## config.mk

```make
export PLATFORM = sky130hd
export DESIGN_NAME = dm_port_arbiter
export DESIGN_NICKNAME = d
export VERILOG_FILES = /design/src/rtl/common.sv /design/src/rtl/dm_starve_cnt.sv /design/src/rtl/dm_port_arbiter.sv
export SDC_FILE = /design/constraint.sdc
export NUM_CORES = 1
export LEC_CHECK = 0
export BUFFER_PORTS_ARGS = -buffer_cell sky130_fd_sc_hd__buf_2
export CORE_AREA = 4 4 105 107
export CTS_CLUSTER_DIAMETER = 60
export CTS_CLUSTER_SIZE = 8
export DETAILED_ROUTE_END_ITERATION = 16
export DIE_AREA = 0 0 109 111
export SYNTH_ARGS = -nofsm -noshare
export SYNTH_HDL_FRONTEND = slang
export SYNTH_SLANG_ARGS = --single-unit
```

## constraint.sdc

```tcl
create_clock -name clk -period 2.2 [get_ports clk]
set_input_delay 0.44 -clock clk [delete_from_list [all_inputs] [get_ports clk]]
set_output_delay 0.44 -clock clk [all_outputs]
set_load 0.03 [all_outputs]
```

## src/rtl/common.sv

```systemverilog
// Shared types and limits for the data-memory port arbiter.
package common;

    typedef enum logic {
        ARB_CPU,
        ARB_HOST_RESP
    } arb_state_t;

    localparam int DM_STARVE_LIM_MAX = 255;

endpackage

```

## src/rtl/dm_starve_cnt.sv

```systemverilog
// Saturating count of consecutive cycles a pending host request was denied.
module dm_starve_cnt (
    input  logic       clk,
    input  logic       rst,
    input  logic       inc_i,
    input  logic       clr_i,
    input  logic [7:0] lim_i,
    output logic       at_lim_o
);

    logic [7:0] cnt_q, cnt_d;

    always_comb begin
        cnt_d = cnt_q;
        if (clr_i)
            cnt_d = '0;
        else if (inc_i && cnt_q < lim_i)
            cnt_d = cnt_q + 8'd1;
    end

    always_ff @(posedge clk or posedge rst) begin
        if (rst)
            cnt_q <= '0;
        else
            cnt_q <= cnt_d;
    end

    assign at_lim_o = (cnt_q == lim_i);

endmodule

```

## src/rtl/dm_port_arbiter.sv

```systemverilog
// Shares the single-port data memory between the CPU MEM stage and a host
// loader; the CPU has priority, a starvation limit guarantees the host a slot.
module dm_port_arbiter
    import common::*;
#(
    parameter int DM_AW      = 12,
    parameter int STARVE_LIM = 4
) (
    input  logic             clk,
    input  logic             rst,
    input  logic             cpu_re_i,
    input  logic             cpu_we_i,
    input  logic [31:0]      cpu_addr_i,
    input  logic [31:0]      cpu_wdata_i,
    output logic [31:0]      cpu_rdata_o,
    output logic             stall_o,
    input  logic             host_req_i,
    input  logic             host_we_i,
    input  logic [31:0]      host_addr_i,
    input  logic [31:0]      host_wdata_i,
    output logic             host_ack_o,
    output logic [31:0]      host_rdata_o,
    output logic             mem_en_o,
    output logic             mem_we_o,
    output logic [DM_AW-1:0] mem_addr_o,
    output logic [31:0]      mem_wdata_o,
    input  logic [31:0]      mem_rdata_i
);

    localparam logic [7:0] LIM = 8'(STARVE_LIM);

    arb_state_t state_q;
    logic       host_we_q;
    logic       cpu_req;
    logic       host_grant;
    logic       at_lim;
    logic       cnt_inc;
    logic       cnt_clr;
    logic       unused_addr;

    assign cpu_req    = cpu_re_i | cpu_we_i;
    assign host_grant = host_req_i & (state_q == ARB_CPU)
                      & (~cpu_req | at_lim);
    assign cnt_inc    = host_req_i & (state_q == ARB_CPU) & ~host_grant;
    assign cnt_clr    = host_grant | ~host_req_i;

    dm_starve_cnt u_starve_cnt (
        .clk      (clk),
        .rst      (rst),
        .inc_i    (cnt_inc),
        .clr_i    (cnt_clr),
        .lim_i    (LIM),
        .at_lim_o (at_lim)
    );

    always_ff @(posedge clk or posedge rst) begin
        if (rst) begin
            state_q   <= ARB_CPU;
            host_we_q <= 1'b0;
        end else begin
            unique case (state_q)
                ARB_CPU: begin
                    if (host_grant) begin
                        state_q   <= ARB_HOST_RESP;
                        host_we_q <= host_we_i;
                    end
                end
                ARB_HOST_RESP: state_q <= ARB_CPU;
                default:       state_q <= ARB_CPU;
            endcase
        end
    end

    // Store wins when the CPU raises both load and store.
    always_comb begin
        if (host_grant) begin
            mem_en_o    = 1'b1;
            mem_we_o    = host_we_i;
            mem_addr_o  = host_addr_i[DM_AW+1:2];
            mem_wdata_o = host_wdata_i;
        end else begin
            mem_en_o    = cpu_req;
            mem_we_o    = cpu_we_i;
            mem_addr_o  = cpu_addr_i[DM_AW+1:2];
            mem_wdata_o = cpu_wdata_i;
        end
    end

    assign stall_o      = host_grant & cpu_req;
    assign cpu_rdata_o  = mem_rdata_i;
    assign host_ack_o   = (state_q == ARB_HOST_RESP);
    assign host_rdata_o = (host_ack_o && !host_we_q) ? mem_rdata_i : 32'h0;

    assign unused_addr = ^{cpu_addr_i[31:DM_AW+2], cpu_addr_i[1:0],
                           host_addr_i[31:DM_AW+2], host_addr_i[1:0]};

endmodule

```

==> results of run 1 <==
==> power by group <==
group	leakage [nW]	switching, mW	internal, mW
Combinational	1.81	0.383	0.350
Clock	0.0288	0.0683	0.157
Sequential	0.136	0.00375	0.191
==> stage by stage <==
| stage | setup slack, ps | utilization | TNS [ps] | hold slack (ps) | area (µm²) |
|---|---|---|---|---|---|
| 2_1_floorplan | 128.6 | - | 0 | 280.2 | 1640 |
| 3_3_place_gp | -128.5 | 0.2757 | -4767 | 432.6 | 2795 |
| 3_5_place_dp | -138.9 | 0.2757 | -5123 | 437.9 | 2795 |
| 4_1_cts | -250.4 | 0.3161 | -10130 | 186.3 | 3204 |
| 5_1_grt | -301.2 | 0.3180 | -13080 | 208.6 | 3224 |
| 6_report | -225.9 | 0.3180 | -9667 | 174.6 | 3224 |
==> layer usage <==
metal  wire length [µm]  share of wire  global-route usage
met1               2204           0.32             0.09139
met3               1008           0.15             0.02737
met2               3535           0.52              0.2011
met5                  0              0                   0
met4                 52         0.0076             0.02020
==> layout by cell type, fill, tap and decap left out, types with 2 or more instances in the layout <==
cell                       count
sky130_fd_sc_hd__nor2_1        6
sky130_fd_sc_hd__inv_1         4
sky130_fd_sc_hd__buf_4        15
sky130_fd_sc_hd__mux2_2        2
sky130_fd_sc_hd__and2_1       32
sky130_fd_sc_hd__buf_2       191
sky130_fd_sc_hd__mux2_4       44
sky130_fd_sc_hd__and3_1        5
sky130_fd_sc_hd__dfrtp_1      10
sky130_fd_sc_hd__clkbuf_8      4
sky130_fd_sc_hd__buf_6        48
==> logic make-up (layout without fill, tap and decap cells) <==
logic type | count (synthesis) | count (layout) | share of synthesized area
flip-flops | 10 | 10 | 0.1526
multiplexers | 47 | 47 | 0.4226
adder cells (fa/ha/maj) | 2 | 2 | 0.01525
buffers and inverters | 45 | 264 | 0.2037
AO/OA/AOI/OAI | 3 | 3 | 0.01373
AND/OR/NAND/NOR | 51 | 51 | 0.1869
XOR/XNOR | 1 | 1 | 0.005340
==> registers in the layout, indices dropped and copies added (netlist names) <==
| name | flops |
|---|---|
| host_ack_o | 1 |
| host_we_q | 1 |
| u_starve_cnt.cnt_q | 8 |
==> cells in the mapped netlist <==
| library cell | count |
|---|---|
| sky130_fd_sc_hd__and3_1 | 5 |
| sky130_fd_sc_hd__nand2b_1 | 1 |
| sky130_fd_sc_hd__xnor2_1 | 1 |
| sky130_fd_sc_hd__mux2_4 | 44 |
| sky130_fd_sc_hd__or2_1 | 1 |
| sky130_fd_sc_hd__nand4bb_1 | 1 |
| sky130_fd_sc_hd__mux2i_1 | 1 |
| sky130_fd_sc_hd__buf_6 | 6 |
| sky130_fd_sc_hd__nor3_1 | 1 |
| sky130_fd_sc_hd__mux2_2 | 2 |
| sky130_fd_sc_hd__a41oi_1 | 2 |
| sky130_fd_sc_hd__nor3_2 | 1 |
| sky130_fd_sc_hd__ha_1 | 2 |
| sky130_fd_sc_hd__buf_4 | 32 |
| sky130_fd_sc_hd__nor2_1 | 7 |
| sky130_fd_sc_hd__clkbuf_1 | 3 |
| sky130_fd_sc_hd__and2_1 | 32 |
| sky130_fd_sc_hd__inv_1 | 4 |
| sky130_fd_sc_hd__nand2_1 | 1 |
| sky130_fd_sc_hd__dfrtp_1 | 10 |
| sky130_fd_sc_hd__nor2b_1 | 1 |
| sky130_fd_sc_hd__o21ai_0 | 1 |
==> critical path, stage by stage, from the launching register on <==
cell and delay (ps):
sky130_fd_sc_hd__dfrtp_1 400, sky130_fd_sc_hd__nor3_4 230, sky130_fd_sc_hd__a41oi_2 150, sky130_fd_sc_hd__or2_4 300, sky130_fd_sc_hd__buf_12 180, sky130_fd_sc_hd__mux2_4 320, sky130_fd_sc_hd__buf_6 140
==> final timing paths <==
check	startpoint	end	slack [ps]	cells past startpoint
worst min register to register	host_we_q	host_we_q	520	1
worst min-delay path	rst	u_starve_cnt.cnt_q[6]	170	2
max in group asynchronous	rst	host_we_q	1750	2
worst max register to register	u_starve_cnt.cnt_q[3]	host_we_q	370	7
worst max-delay path	u_starve_cnt.cnt_q[3]	mem_addr_o[5]	-230	6
min in group clk	host_we_i	host_we_q	460	2
==> final cells by class <==
type | instances | share of cell area
Timing Repair Buffer | 256 | 0.5138
Tap cell | 136 | 0.05277
Sequential cell | 10 | 0.07761
Multi-Input combinational cell | 104 | 0.3341
Inverter | 4 | 0.004657
Clock buffer | 4 | 0.01707
==> repair_timing <==
action                                  CTS  global route
gates resized for setup                  97             3
cloned                                    1             0
hold buffers                              0             0
endpoints found under the setup margin   46            46
setup buffers                             3             1
pin swaps                                 1             3
==> impl_summary.log, run 1 <==
[metrics] run status: finished with violations
[metrics] failing checks: negative setup slack
[metrics] Worst-Skew Late Latency: 230 ps
[metrics] initial antenna violation count: 0
[metrics] post-synth net total: 327
[metrics] total power: 1.153 mW
[metrics] HPWL reported at the end of detailed placement: 5605 µm
[metrics] FP Rows: 37
[metrics] cell type with the highest aggregate area in the netlist: sky130_fd_sc_hd__mux2_4
[metrics] post-synth top area share: 0.4027
[metrics] die area: 0.01210 mm²
[metrics] largest cells by area after synthesis: sky130_fd_sc_hd__mux2_4, sky130_fd_sc_hd__dfrtp_1, sky130_fd_sc_hd__buf_4, sky130_fd_sc_hd__and2_1, sky130_fd_sc_hd__buf_6
[metrics] number of violations of the max-capacitance limit: 0
[metrics] via density per instance: 3.835
[metrics] number of global-route vias before repair: 2138
[metrics] DRC violations left: 0
[metrics] Inserted Clock Buffers: 3
[metrics] effective utilization at floorplan: 0.1618
[metrics] number of iterations in the first detailed-routing pass: 3
[metrics] Peak supply drop: 0.2805 mV
[metrics] n_diodes: 0
[metrics] first-pass GRT wire length: 9694 µm
[metrics] highest clock rate: 412.2 MHz
[metrics] final critical path time including I/O delays and setup: 2426 ps
[metrics] Slew HR: 0.7432
[metrics] post-layout instance count excluding filler cells: 514
[metrics] # IOs: 278
[metrics] smallest setup slack after layout: -225.9 ps
[metrics] register area: 250.2 µm²
[metrics] leakage power summed over all cells: 1.978 nW
[metrics] arrival time worst endpoint: 1990 ps
[metrics] TritonCTS clock tree: done
[metrics] number of synthesized register bits: 10
[metrics] share of the yosys chip area belonging to registers: 0.1526
[metrics] pin count of the biggest net entering global routing: 33
[metrics] root buf cell: sky130_fd_sc_hd__clkbuf_8
[metrics] synthesized netlist cell count: 159
[metrics] routability congestion estimate from global placement: 0.6971
[metrics] Pwr per Cell Area: 357.7 mW/mm²
[metrics] routed length per placed instance: 13.23 µm
[metrics] Crit path required time: 1760 ps
[metrics] gr ovfl total: 0
[metrics] post-synth cell types: 22
[metrics] combined global-route utilization of all metal layers: 0.09768
[metrics] number of nets in the finished design: 547
[metrics] standard cell core area: 0.01014 mm²
[metrics] hold crit path type: in -> async
[metrics] Placed Cells: 505
[metrics] area of the multi-input gates: 0.001077 mm²
[metrics] port buffer count: 237
[metrics] Die Width: 109 µm
[metrics] total count of max-transition violations in the final report: 0
[metrics] Layout Area Growth over Synthesis: 96.57%
[metrics] largest fanout on the critical path: 23
[metrics] H-Tree Depth: 1
[metrics] period utilization: 1.103
[metrics] Filler cells: 1049
[metrics] detailed-route wire length: 6800 µm
[metrics] number of setup violations in the final report: 46
[metrics] iteration-0 DRC count of the detailed router: 25
[metrics] kind of critical path: reg -> out
[metrics] setup repair after global routing missed its margin: true
[metrics] Slew @ Worst Pin: 384.8 ps
[metrics] DRT antenna net count: 0
[metrics] Max Clock Skew: 1.204 ps
[metrics] CTS Buffer Depth: 2
[metrics] crit path launch type: register
[metrics] count of warnings emitted by yosys: 0
[metrics] number of hold violations in the final report: 0
[metrics] Reg clk slew, reported paths: 50 ps
[metrics] cell area after synthesis: 0.001640 mm²
[metrics] Post-Synthesis Mean Instance Area: 10.32 µm²
[metrics] nature of the critical path endpoint: output port
[metrics] via count: 1971
[metrics] total number of clock tree sinks: 10
[metrics] Die Span Y: 111 µm
[metrics] fraction of final layout cells with drive strength greater than 1: 0.8228
Note: power is estimated with default switching activity, not from simulation.
==> run 2: changes to the inputs <==
--- a/config.mk
+++ b/config.mk
@@ -5,12 +5,12 @@
 export SDC_FILE = /design/constraint.sdc
 export NUM_CORES = 1
 export LEC_CHECK = 0
-export BUFFER_PORTS_ARGS = -buffer_cell sky130_fd_sc_hd__buf_2
-export CORE_AREA = 4 4 105 107
+export CORE_AREA = 4 4 106 108
 export CTS_CLUSTER_DIAMETER = 60
 export CTS_CLUSTER_SIZE = 8
 export DETAILED_ROUTE_END_ITERATION = 16
-export DIE_AREA = 0 0 109 111
+export DIE_AREA = 0 0 110 112
+export DONT_BUFFER_PORTS = 1
 export SYNTH_ARGS = -nofsm -noshare
 export SYNTH_HDL_FRONTEND = slang
 export SYNTH_SLANG_ARGS = --single-unit
==> run 2 against run 1 <==
Effect of this change: die area grew 1.8%; flip-flop and latch count is the same; non-clock buffer count shrank 215; largest cell class is now multi-input gates; worst hold slack lost 92 ps; combinational power shrank 47%; largest power group unchanged; sequential share of layout area grew 5.4 points; utilization shrank 13 points; the run still ends with negative setup slack left; global-route usage shrank 2.3 points; highest routed layer unchanged; clock skew is essentially flat; count of clock-buffer cells in the layout shrank 1; clock power shrank 20%.
==> impl_summary.log, run 2 (synthesis results as in run 1) <==
[metrics] internal power of the cells: 456.2 µW (-35%)
[metrics] net switching power: 305.7 µW (-33%)
[metrics] combined global-route utilization of all metal layers: 0.07506 (-0.02262)
[metrics] post-route setup TNS: -5215 ps (+4452 ps)
[metrics] routed length per placed instance: 18.57 µm (+40%)
[metrics] period utilization: 1.059 (-0.04371)
[metrics] Worst-Skew Late Latency: 230 ps (about the same)
[metrics] # IOs: 278 (unchanged)
[metrics] fraction of final layout cells with drive strength greater than 1: 0.5802 (-0.2425)
[metrics] hold crit path type: in -> async
[metrics] total power: 761.9 µW (-34%)
[metrics] Crit path required time: 1760 ps (about the same)
[metrics] Register-to-Register Path Depth: 6 (-1)
[metrics] number of iterations in the first detailed-routing pass: 4 (+1)
[metrics] first-pass GRT wire length: 6865 µm (-29%)
[metrics] root buf cell: sky130_fd_sc_hd__clkbuf_8
[metrics] Max Clock Skew: 1.159 ps (-0.04500 ps)
[metrics] portion of total power attributed to the clock network: 0.236 (+0.041)
[metrics] final standard cell utilization of the core: 0.1853 (-0.1328)
[metrics] CTS Buffer Depth: 2 (unchanged)
[metrics] setup repair after global routing missed its margin: true
[metrics] kind of critical path: reg -> out
[metrics] max reg flops: 8 (unchanged)
[metrics] port buffer count: 0 (-100%)
[metrics] crit path launch type: register
[metrics] pin count of the biggest net entering global routing: 33 (unchanged)
[metrics] nature of the critical path endpoint: output port
[metrics] TritonCTS clock tree: done
[metrics] R2R Setup Slk: 470 ps (+100 ps)
[metrics] via density per instance: 3.930 (+2.5%)
[metrics] critical path launch point: u_starve_cnt.cnt_q[7]
[metrics] smallest setup slack after layout: -129.8 ps (+96.16 ps)
[metrics] arrival time worst endpoint: 1890 ps (-100 ps)
[metrics] detailed-route wire length: 5551 µm (-18%)
[metrics] number of hold violations in the final report: 0 (unchanged)
[metrics] final critical path time including I/O delays and setup: 2330 ps (-96.16 ps)
[metrics] via count: 1175 (-40%)
[metrics] post-layout instance count excluding filler cells: 299 (-42%)
[metrics] leakage power summed over all cells: 1.019 nW (-48%)
[metrics] register with the most flip-flops: u_starve_cnt.cnt_q
[metrics] cts hold-fix bufs: 0 (unchanged)
[metrics] routability congestion estimate from global placement: 0.6483 (-7.0%)
[metrics] gr ovfl total: 0 (unchanged)
[metrics] number of nets in the finished design: 332 (-39%)
[metrics] run status: finished with violations
[metrics] Reg clk slew, reported paths: 40 ps (about the same)
[metrics] die area: 0.01232 mm² (+1.8%)
[metrics] Die Span Y: 112 µm (+0.90%)
[metrics] number of setup violations in the final report: 45 (-2.2%)
[metrics] DRT antenna net count: 0 (unchanged)
[metrics] effective utilization at floorplan: 0.1603 (-0.001464)
[metrics] largest fanout on the critical path: 25 (+8.7%)
[metrics] Die Width: 110 µm (+0.92%)
[metrics] standard cell core area: 0.01023 mm² (+0.91%)
[metrics] Layout Area Growth over Synthesis: 15.56%
[metrics] number of violations of the max-capacitance limit: 0 (unchanged)
[metrics] Filler cells: 1102 (+5.1%)
[metrics] failing checks: negative setup slack
[metrics] iteration-0 DRC count of the detailed router: 15 (-40%)
[metrics] FF-to-FF End: host_we_q
[metrics] proportion of power drawn by combinational gates: 0.507 (-0.128)
[metrics] Pwr per Cell Area: 401.9 mW/mm² (+12%)
[metrics] total number of clock tree sinks: 10 (unchanged)
[metrics] H-Tree Depth: 1 (unchanged)
[metrics] Placed Cells: 292 (-42%)
[metrics] number of global-route vias before repair: 1245 (-42%)
[metrics] Inserted Clock Buffers: 3 (unchanged)
[metrics] worst setup slack after placement: -31.53 ps (+107.4 ps)
[metrics] FP Rows: 37 (unchanged)
[metrics] Peak supply drop: 0.3485 mV (+24%)
[metrics] Seq pwr share: 0.257 (+0.088)
[metrics] startpoint of the most critical register-to-register path: u_starve_cnt.cnt_q[7]
[metrics] DRC violations left: 0 (unchanged)
[metrics] highest clock rate: 429.2 MHz (+4.1%)
[metrics] HPWL reported at the end of detailed placement: 4805 µm (-14%)
[metrics] Slew HR: 0.7331 (-0.01006)
[metrics] leading cell types in the layout, fill and taps excluded: sky130_fd_sc_hd__mux2_4, sky130_fd_sc_hd__buf_4, sky130_fd_sc_hd__and2_1, sky130_fd_sc_hd__dfrtp_1, sky130_fd_sc_hd__nor2_1
[metrics] initial antenna violation count: 1 (+1)
[metrics] leading cell type in the layout, fill and taps excluded: sky130_fd_sc_hd__mux2_4
[metrics] Slew @ Worst Pin: 399.9 ps (+15.07 ps)
[metrics] total count of max-transition violations in the final report: 0 (unchanged)
[metrics] switching part of the total power: 0.4013 (+0.006545)
-- run 2: layer usage --
| metal | track usage | share of wire |
|---|---|---|
| met3 | 0.01855 | 0.17 |
| met2 | 0.1594 | 0.55 |
| met1 | 0.06429 | 0.27 |
| met5 | 0 | 0 |
| met4 | 0.02328 | 0.0079 |
-- run 2: worst max-delay path, stage by stage (launching register included) --
cell and delay (ps):
sky130_fd_sc_hd__dfrtp_1 400, sky130_fd_sc_hd__nor3_4 230, sky130_fd_sc_hd__a41oi_2 150, sky130_fd_sc_hd__or2_4 290, sky130_fd_sc_hd__buf_12 180, sky130_fd_sc_hd__mux2_4 380
-- run 2: worst max-delay path by stage --
stage                       to
2_1_floorplan          stall_o
3_3_place_gp   mem_wdata_o[30]
3_5_place_dp   mem_wdata_o[30]
4_1_cts        mem_wdata_o[30]
5_1_grt        mem_wdata_o[30]
6_report        mem_wdata_o[4]
-- run 2: what timing repair did --
item | CTS | global route
gates cloned | 1 | 0
pin swaps | 1 | 2
setup buffers | 2 | 0
hold endpoints to repair | 0 | 0
resized for setup | 3 | 3
endpoints found under the setup margin | 45 | 46
-- run 2: metrics by stage --
stage,hold WS [ps],instance area [µm²]
after detailed placement,344.5,1789
final,83.00,1896
after global routing,113.7,1896
after global placement,340.2,1789
after floorplan,280.2,1640
after CTS,97.79,1883
-- run 2: power groups by stage --
stage | registers (mW) | logic [mW] | clock network [mW]
2_1_floorplan | 0.199 | 0.437 | 0
3_3_place_gp | 0.197 | 0.381 | 0
3_5_place_dp | 0.198 | 0.384 | 0
4_1_cts | 0.195 | 0.394 | 0.186
5_1_grt | 0.196 | 0.408 | 0.196
6_report | 0.196 | 0.386 | 0.180
-- run 2: layout make-up --
type                            instances  area (µm²)  area share
Sequential cell                        10       250.2      0.1320
Antenna cell                            1       2.502    0.001320
Clock buffer                            3       41.29     0.02178
Inverter                                4       15.01    0.007921
Multi-Input combinational cell        104        1076      0.5677
Tap cell                              136       170.2     0.08977
Timing Repair Buffer                   41       340.3      0.1795
